===== src/rtl/reg_file.sv =====
// Two-read, one-write register file with a per-register pending scoreboard.
// Reads are combinational with write-port bypass; register 0 is hardwired to zero.
module reg_file #(
    parameter int DATA_W = 32,
    parameter int NREGS  = 32
) (
    input  logic              clk,
    input  logic              rst_n,
    input  logic              wr_en,
    input  logic [4:0]        wr_addr,
    input  logic [DATA_W-1:0] wr_data,
    input  logic [4:0]        rd_addr_a,
    input  logic [4:0]        rd_addr_b,
    output logic [DATA_W-1:0] rd_data_a,
    output logic [DATA_W-1:0] rd_data_b,
    input  logic              iss_en,
    input  logic [4:0]        iss_addr,
    output logic              stall,
    output logic [5:0]        pend_cnt
);

    localparam logic [5:0] NREGS_L = 6'(NREGS);

    logic [DATA_W-1:0] regs_q [NREGS];
    logic [NREGS-1:0]  pend_q;
    logic [NREGS-1:0]  pend_d;
    logic [5:0]        cnt_q;
    logic [5:0]        cnt_d;

    logic              wr_we;
    logic              byp_en;
    logic [4:0]        port_addr  [2];
    logic [DATA_W-1:0] port_data  [2];
    logic [1:0]        port_stall;

    assign wr_we  = wr_en && (wr_addr != 5'd0) && ({1'b0, wr_addr} < NREGS_L);
    // Bypass is suppressed during reset so a reset file reads all zeros.
    assign byp_en = wr_en && rst_n;

    always_ff @(posedge clk or negedge rst_n) begin
        if (!rst_n) begin
            for (int i = 0; i < NREGS; i++) begin
                regs_q[i] <= '0;
            end
        end else if (wr_we) begin
            regs_q[wr_addr] <= wr_data;
        end
    end

    // Pending next state: a clear from write-back and a set from issue; set wins.
    for (genvar gi = 0; gi < NREGS; gi++) begin : g_pend
        logic set_bit;
        logic clr_bit;
        assign set_bit    = iss_en && (iss_addr == 5'(gi)) && (gi != 0);
        assign clr_bit    = wr_en && (wr_addr == 5'(gi));
        assign pend_d[gi] = set_bit | (pend_q[gi] & ~clr_bit);
    end

    always_comb begin
        cnt_d = '0;
        for (int i = 0; i < NREGS; i++) begin
            cnt_d = cnt_d + 6'(pend_d[i]);
        end
    end

    always_ff @(posedge clk or negedge rst_n) begin
        if (!rst_n) begin
            pend_q <= '0;
            cnt_q  <= '0;
        end else begin
            pend_q <= pend_d;
            cnt_q  <= cnt_d;
        end
    end

    assign port_addr[0] = rd_addr_a;
    assign port_addr[1] = rd_addr_b;

    for (genvar gi = 0; gi < 2; gi++) begin : g_port
        logic valid;
        logic wr_hit;
        assign valid  = (port_addr[gi] != 5'd0) && ({1'b0, port_addr[gi]} < NREGS_L);
        assign wr_hit = wr_en && (wr_addr == port_addr[gi]);
        assign port_data[gi] = !valid            ? '0      :
                               (wr_hit && byp_en) ? wr_data :
                               regs_q[port_addr[gi]];
        // A register being written this cycle is already resolved by the bypass.
        assign port_stall[gi] = valid && pend_q[port_addr[gi]] && !wr_hit;
    end

    assign rd_data_a = port_data[0];
    assign rd_data_b = port_data[1];
    assign stall     = |port_stall;
    assign pend_cnt  = cnt_q;

endmodule

===== config.mk =====
export PLATFORM = sky130hd
export DESIGN_NAME = reg_file
export DESIGN_NICKNAME = d
export VERILOG_FILES = /design/src/rtl/reg_file.sv
export SDC_FILE = /design/constraint.sdc
export NUM_CORES = 2
export LEC_CHECK = 0
export ABC_CLOCK_PERIOD_IN_PS = 13550
export CORE_ASPECT_RATIO = 2
export CORE_UTILIZATION = 30
export DETAILED_ROUTE_END_ITERATION = 12
export HOLD_SLACK_MARGIN = 0.02
export PLACE_DENSITY_LB_ADDON = 0.12
export SYNTH_ARGS = -nofsm -noshare
export SYNTH_HDL_FRONTEND = slang
export SYNTH_SLANG_ARGS = --single-unit

===== constraint.sdc =====
create_clock -name clk -period 13.55 [get_ports clk]
set_input_delay 2.0325 -clock clk [delete_from_list [all_inputs] [get_ports clk]]
set_output_delay 2.0325 -clock clk [all_outputs]
set_load 0.01 [all_outputs]

Word-level counts from Yosys, hierarchy flattened --
Index checks and enable logic that the tools add are counted.
Storage, ports and cells: input bits 56, logic and storage cells 331, output and inout port bits 71, register bits after elaboration 1062
Cells by class: muxes and demuxes 17, reductions and logical operators 81, add/sub/neg operators 31, bitwise logic cells 98, order comparisons 6, equal/unequal tests 64
Operators with widths (count):
- bitwise mux 1024 bit | 1
- binary-select mux 32 bit (select 5 bit) | 2
- 2-to-1 mux 32 bit | 9
- demux 32 bit (select 5 bit) | 1
- == test 5 bit, second input constant | 32
- adder 6 x 1 -> 6 bit | 26
- == test 5 x 4 -> 1 bit, second input constant | 16
- logical AND 1 bit | 74
- == test 5 x 3 -> 1 bit, second input constant | 8
- AND 1 bit | 32
- NOT 1 bit | 32
- bitwise OR 1 bit | 31
- == test 5 x 2 -> 1 bit, second input constant | 4
- greater-or-equal comparator 6 bit, second input constant | 3
- NOT 5 -> 6 bit | 3
- nonzero test 5 bit | 3
- less-than comparator 5 x 6 -> 1 bit, second input constant | 2
- binary-select mux 1 bit (select 5 bit) | 2
- == test 5 x 1 -> 1 bit, second input constant | 2
- == test 5 bit | 2
- adder 5 x 1 -> 6 bit | 1
- less-than comparator 6 x 1 -> 1 bit, second input constant | 1
- adder 4 x 1 -> 5 bit | 1
- zero test 5 bit | 1
- other kinds (6) | 8

Logic depth before layout (Yosys ltp) --
depth after elaboration 36, mapped depth 21, mapped depth without buffers 19

Worst setup path after synthesis --
No wires, ideal clock.
path kind input port to flip-flop, from input wr_addr[4], to register cnt_q[4] (netlist: pend_cnt[4]), path buffers 2, setup slack 6.045 ns, data arrival time 7.425 ns, library setup time 0.080 ns, cell stages on the path 20, data required time 13.470 ns, cell sequence buf_2 nor3b_1 nand2_1 clkbuf_1 a22o_1 fa_1 inv_1 fa_1 fa_1 inv_1 fa_1 inv_1 fa_1 fa_1 inv_1 ha_1 fa_1 a21o_1 a21oi_1 xnor2_1
RTL lines:
- start: declaration | line 10 | input logic [4:0] wr_addr,
- == test 5 bit | line 55 | assign clr_bit = wr_en && (wr_addr == 5'(gi));
- logical AND 1 bit | line 55
- NOT 1 bit | line 56 | assign pend_d[gi] = set_bit | (pend_q[gi] & ~clr_bit);
- AND 1 bit | line 56
- bitwise OR 1 bit | line 56
- via pend_d[17] | line 26 | logic [NREGS-1:0] pend_d;
- adder 6 x 1 -> 6 bit (15 in a row) | line 62 | cnt_d = cnt_d + 6'(pend_d[i]);
- via cnt_d[4] | line 28 | logic [5:0] cnt_d;
- end signal: assignment | line 72 | cnt_q <= cnt_d;
- end: declaration | line 27 | logic [5:0] cnt_q;
The timed path passes the listed nets, and every way through them passes these cells. A chain may end at the register's enable or synchronous reset.

Worst setup path after layout --
from input wr_addr[0], to register cnt_q[4] (netlist: pend_cnt[4])
RTL lines (line):
- == test 5 bit | 55
- logical AND 1 bit | 55
- NOT 1 bit | 56
- AND 1 bit | 56
- bitwise OR 1 bit | 56
- via pend_d[25] | 26
- adder 6 x 1 -> 6 bit (7 in a row) | 62
- via cnt_d[4] | 28
The timed path passes the listed nets, and every way through them passes these cells.

==> run_summary.xml <==
<?xml version="1.0" encoding="UTF-8"?>
<metrics>
  <group name="layout">
    <metric name="layout.area.seq" unit="mm²">0.0266</metric>
    <metric name="multiInputGateArea" unit="mm²">0.0288</metric>
    <metric name="areaGrowthSynthToFinish" unit="%">12.1</metric>
    <metric name="num-fill-cells" unit="">18800</metric>
    <metric name="num-nets-final" unit="">4008</metric>
    <metric name="post_route_core_utilization" unit="">0.338</metric>
    <metric name="layout.cells.non_filler" unit="">6526</metric>
    <metric name="final_area" unit="mm²">0.0645</metric>
    <metric name="final_layout_size_suffix_gt1_frac" unit="">0.437</metric>
  </group>
  <group name="timing">
    <metric name="timing_max_transition_violations_final" unit="">0</metric>
    <metric name="timing.final.crit_period" unit="ps">8800</metric>
    <metric name="fin_crit_sh" unit="">0.649</metric>
    <metric name="worst_clock_skew" unit="ps">23.7</metric>
    <metric name="timing_worst_slew_pin_value" unit="ps">1200</metric>
    <metric name="setup_viol" unit="">0</metric>
    <metric name="fin_worst_hold_slack" unit="ps">401</metric>
    <metric name="setup_repair_after_global_routing_missed_its_margin" unit="">false</metric>
    <metric name="finalHoldViolations" unit="">0</metric>
    <metric name="slew-limit-headroom" unit="">0.196</metric>
    <metric name="fmax" unit="MHz">114</metric>
    <metric name="fin_tns_setup" unit="ps">0</metric>
  </group>
  <group name="hold_path">
    <metric name="worst_hold_path_type" unit="">reg2reg</metric>
    <metric name="holdCritStartpoint" unit="">regs_q[1007]$_DFFE_PN0P_</metric>
    <metric name="whs_path_depth" unit="">0</metric>
  </group>
  <group name="setup_path">
    <metric name="wp_data_arrival" unit="ps">9420</metric>
    <metric name="crit_path_max_fanout" unit="">33</metric>
    <metric name="setup_crit_start_kind" unit="">input port</metric>
    <metric name="slowest_delay" unit="ps">860</metric>
    <metric name="cpMostUsedCell" unit="">sky130_fd_sc_hd__fa_1</metric>
    <metric name="crit_path_start" unit="">wr_addr[0]</metric>
    <metric name="cp.required" unit="ps">14170</metric>
    <metric name="critical_path.slowest_cell" unit="">sky130_fd_sc_hd__nand2_4</metric>
    <metric name="cp-end-kind" unit="">flop</metric>
    <metric name="crit-reg2reg-launch" unit="">pend_q[0]$_DFF_PN0_</metric>
    <metric name="criticalPathCategory" unit="">in2reg</metric>
    <metric name="worstRegToRegCells" unit="">14</metric>
    <metric name="crit_path_cell_chain" unit="">clkdlybuf4s50_1, nand2_1, nor2_1, nand2_4, a22o_1, inv_1, fa_1, fa_1, fa_1, inv_1, fa_1, inv_1, fa_1, fa_1, inv_1, ha_1, fa_1, a21o_1, a21oi_1, xnor2_1</metric>
  </group>
  <group name="grt">
    <metric name="antenna_violations_before_repair" unit="">6</metric>
    <metric name="grt.met3_usage" unit="">0.0222</metric>
    <metric name="first_pass_grt_wire_length" unit="µm">314000</metric>
    <metric name="grt_start_max_net_pins" unit="">150</metric>
    <metric name="grt.met1_usage" unit="">0.279</metric>
    <metric name="grtUsageTotal" unit="">0.226</metric>
    <metric name="first_global_vias" unit="">40300</metric>
    <metric name="gr-usage-met2" unit="">0.405</metric>
    <metric name="grt.overflow.total" unit="">0</metric>
    <metric name="grt_busiest_layer" unit="">met2</metric>
  </group>
  <group name="floorplanning">
    <metric name="core_area" unit="mm²">0.191</metric>
    <metric name="die_height" unit="µm">621</metric>
    <metric name="die_width" unit="µm">312</metric>
    <metric name="rows" unit="">227</metric>
    <metric name="floorplan.initialDensity" unit="">0.302</metric>
    <metric name="io-pin-count" unit="">127</metric>
    <metric name="full_die_area" unit="mm²">0.194</metric>
  </group>
  <group name="detailed_routing">
    <metric name="detail_route.wirelength" unit="µm">219000</metric>
    <metric name="first_pass_iteration_count_of_the_detailed_router" unit="">5</metric>
    <metric name="vias_per_cell" unit="">5.68</metric>
    <metric name="num_vias" unit="">37100</metric>
    <metric name="drt-initial-drc-count" unit="">2249</metric>
    <metric name="drcViolationCount" unit="">0</metric>
    <metric name="ant_nets" unit="">0</metric>
    <metric name="detail_route.wl_per_cell" unit="µm">33.6</metric>
  </group>
  <group name="cts">
    <metric name="cts_root_buffer" unit="">sky130_fd_sc_hd__clkbuf_16</metric>
    <metric name="clock_tree_from_tritoncts" unit="">yes</metric>
    <metric name="clkLatencyLatePin" unit="ps">720</metric>
    <metric name="clk_pin_slew" unit="ps">60</metric>
    <metric name="clockBufferDepth" unit="">3</metric>
    <metric name="cts.hold.buffers_added" unit="">0</metric>
    <metric name="cts_resized" unit="">0</metric>
    <metric name="cts.htree.levels" unit="">3</metric>
    <metric name="numCtsBuffers" unit="">107</metric>
    <metric name="clock-sinks" unit="">1062</metric>
    <metric name="cts_post_setup_buffers_inserted" unit="">0</metric>
  </group>
  <group name="run">
    <metric name="cap_violations" unit="">0</metric>
  </group>
  <group name="synth">
    <metric name="synth.yosys.warnings" unit="">0</metric>
    <metric name="synth.cell_area" unit="mm²">0.0576</metric>
    <metric name="synth_top_flop_cell" unit="">sky130_fd_sc_hd__dfrtp_1</metric>
    <metric name="yosysTopAreaCellShare" unit="">0.462</metric>
    <metric name="net_count_synth" unit="">4114</metric>
    <metric name="avgSynthCellArea" unit="µm²">14.3</metric>
    <metric name="ys_top_cells_by_area" unit="">sky130_fd_sc_hd__dfrtp_1 (46%), sky130_fd_sc_hd__mux2_2 (19%), sky130_fd_sc_hd__mux4_2 (16%)</metric>
    <metric name="count_leader_synth" unit="">sky130_fd_sc_hd__dfrtp_1</metric>
    <metric name="seq_area_frac_synth" unit="">0.462</metric>
    <metric name="asyncSetResetFlopFracSynth" unit="">1.00</metric>
    <metric name="synth-edff-count" unit="">0</metric>
    <metric name="cell_type_with_the_highest_aggregate_area_in_the_netlist" unit="">sky130_fd_sc_hd__dfrtp_1</metric>
    <metric name="ys_ff_latch" unit="">1062</metric>
    <metric name="post_synth_num_cell_types" unit="">56</metric>
    <metric name="synth_top_cells_by_count" unit="">sky130_fd_sc_hd__dfrtp_1 (1062), sky130_fd_sc_hd__mux2_2 (991), sky130_fd_sc_hd__mux4_2 (399), sky130_fd_sc_hd__mux2i_1 (256), sky130_fd_sc_hd__clkbuf_1 (254)</metric>
    <metric name="synthesis.instances" unit="">4027</metric>
  </group>
  <group name="place">
    <metric name="globalplace.congestion" unit="">0.777</metric>
    <metric name="detailed_place_hpwl" unit="µm">122000</metric>
    <metric name="placed_cells_incl_taps" unit="">6331</metric>
    <metric name="numPortBuffers" unit="">126</metric>
    <metric name="dpl_cell_area" unit="mm²">0.0610</metric>
  </group>
  <group name="pwr">
    <metric name="share_comb_of_total_power" unit="">0.278</metric>
    <metric name="p_int" unit="mW">7.06</metric>
    <metric name="cellLeakagePower" unit="nW">27.9</metric>
    <metric name="clkPwrFrac" unit="">0.303</metric>
    <metric name="fraction_of_power_spent_switching_nets" unit="">0.305</metric>
    <metric name="portion_of_total_power_attributed_to_sequential_cells" unit="">0.418</metric>
    <metric name="vdd.ir_drop.worst" unit="mV">0.393</metric>
    <metric name="switching_power" unit="mW">3.09</metric>
    <metric name="power_density" unit="mW/mm²">157</metric>
  </group>
  <group name="outcome">
    <metric name="status" unit="">complete, no violations</metric>
  </group>
</metrics>
==> flip-flops by register name, summed over array words and instances, names as in the netlist <==
register,cells
pend_cnt,6
regs_q,1024
pend_q,32
==> power by group through the flow <==
stage	Sequential (mW)	Combinational, mW	Clock, mW
global route	4.33	3.16	3.28
finish	4.25	2.83	3.08
global placement	4.27	2.89	0
floorplan	4.14	2.15	0
detailed placement	4.30	2.89	0
CTS	4.24	2.90	3.18
==> stage by stage <==
stage	setup slack (ps)	power, mW
2_1_floorplan	6050	6.29
3_3_place_gp	4070	7.16
3_5_place_dp	4070	7.19
4_1_cts	4810	10.3
5_1_grt	4390	10.8
6_report	4750	10.2
==> placed cells by master, fill, tap and decap left out, drive strengths merged, types with 7 or more instances in the layout <==
master	synthesis	layout
mux2	994	994
clkbuf	255	159
a22oi	69	69
o22a	62	62
dfrtp	1062	1062
a22o	13	13
mux2i	256	256
mux4	402	402
inv	53	54
nor3	11	11
a221oi	62	62
nand3	10	10
fa	24	24
a21oi	37	37
buf	208	129
nor2	52	52
o211ai	97	97
o211a	31	31
nor3b	8	8
o22ai	95	95
xnor2	7	7
nor2b	8	8
o21ai	99	99
nand2	50	50
clkinv	0	24
clkdlybuf4s50	0	119
ha	7	7
==> worst max-delay path: cells and delay by family <==
family | cells | cell delay (ps)
and+or+nand+nor | 3 | 1800
adders and majority gates | 8 | 3580
AOI/OAI and AO/OA | 3 | 810
buffers and inverters | 5 | 940
xor gates and xnor gates | 1 | 130
==> routing by layer <==
metal | routed length (µm) | share of wire
met2 | 115000 | 0.52
met3 | 7190 | 0.033
met1 | 89000 | 0.41
met5 | 0 | 0
met4 | 8370 | 0.038
==> final timing paths <==
| kind | end | slack, ps |
|---|---|---|
| max in group asynchronous | regs_q[793]$_DFFE_PN0P_ | 8620 |
| worst min-delay path | regs_q[1007]$_DFFE_PN0P_ | 400 |
| worst max-delay path | pend_cnt[4]$_DFF_PN0_ | 4750 |
| worst max register to register | pend_cnt[4]$_DFF_PN0_ | 8270 |
| min in group asynchronous | regs_q[320]$_DFFE_PN0P_ | 1280 |
| worst min register to register | regs_q[1007]$_DFFE_PN0P_ | 400 |
==> cells by family after synthesis <==
group,share of synthesized area
simple gates,0.0144
buf+inv,0.0427
mux,0.397
xor+xnor,0.00198
fa+ha+maj,0.00987
flops,0.462
compound gates,0.0727
==> final cells by class <==
class / instances / area share
repair buffers: 248 / 0.0350
inverters: 53 / 0.00308
diodes: 6 / 0.000233
multi-input cells: 2449 / 0.447
flip-flops and latches: 1062 / 0.412
clock buffers: 159 / 0.0503
clock inverters: 30 / 0.00415
well taps: 2519 / 0.0488
Note: power is estimated with default switching activity, not from simulation.
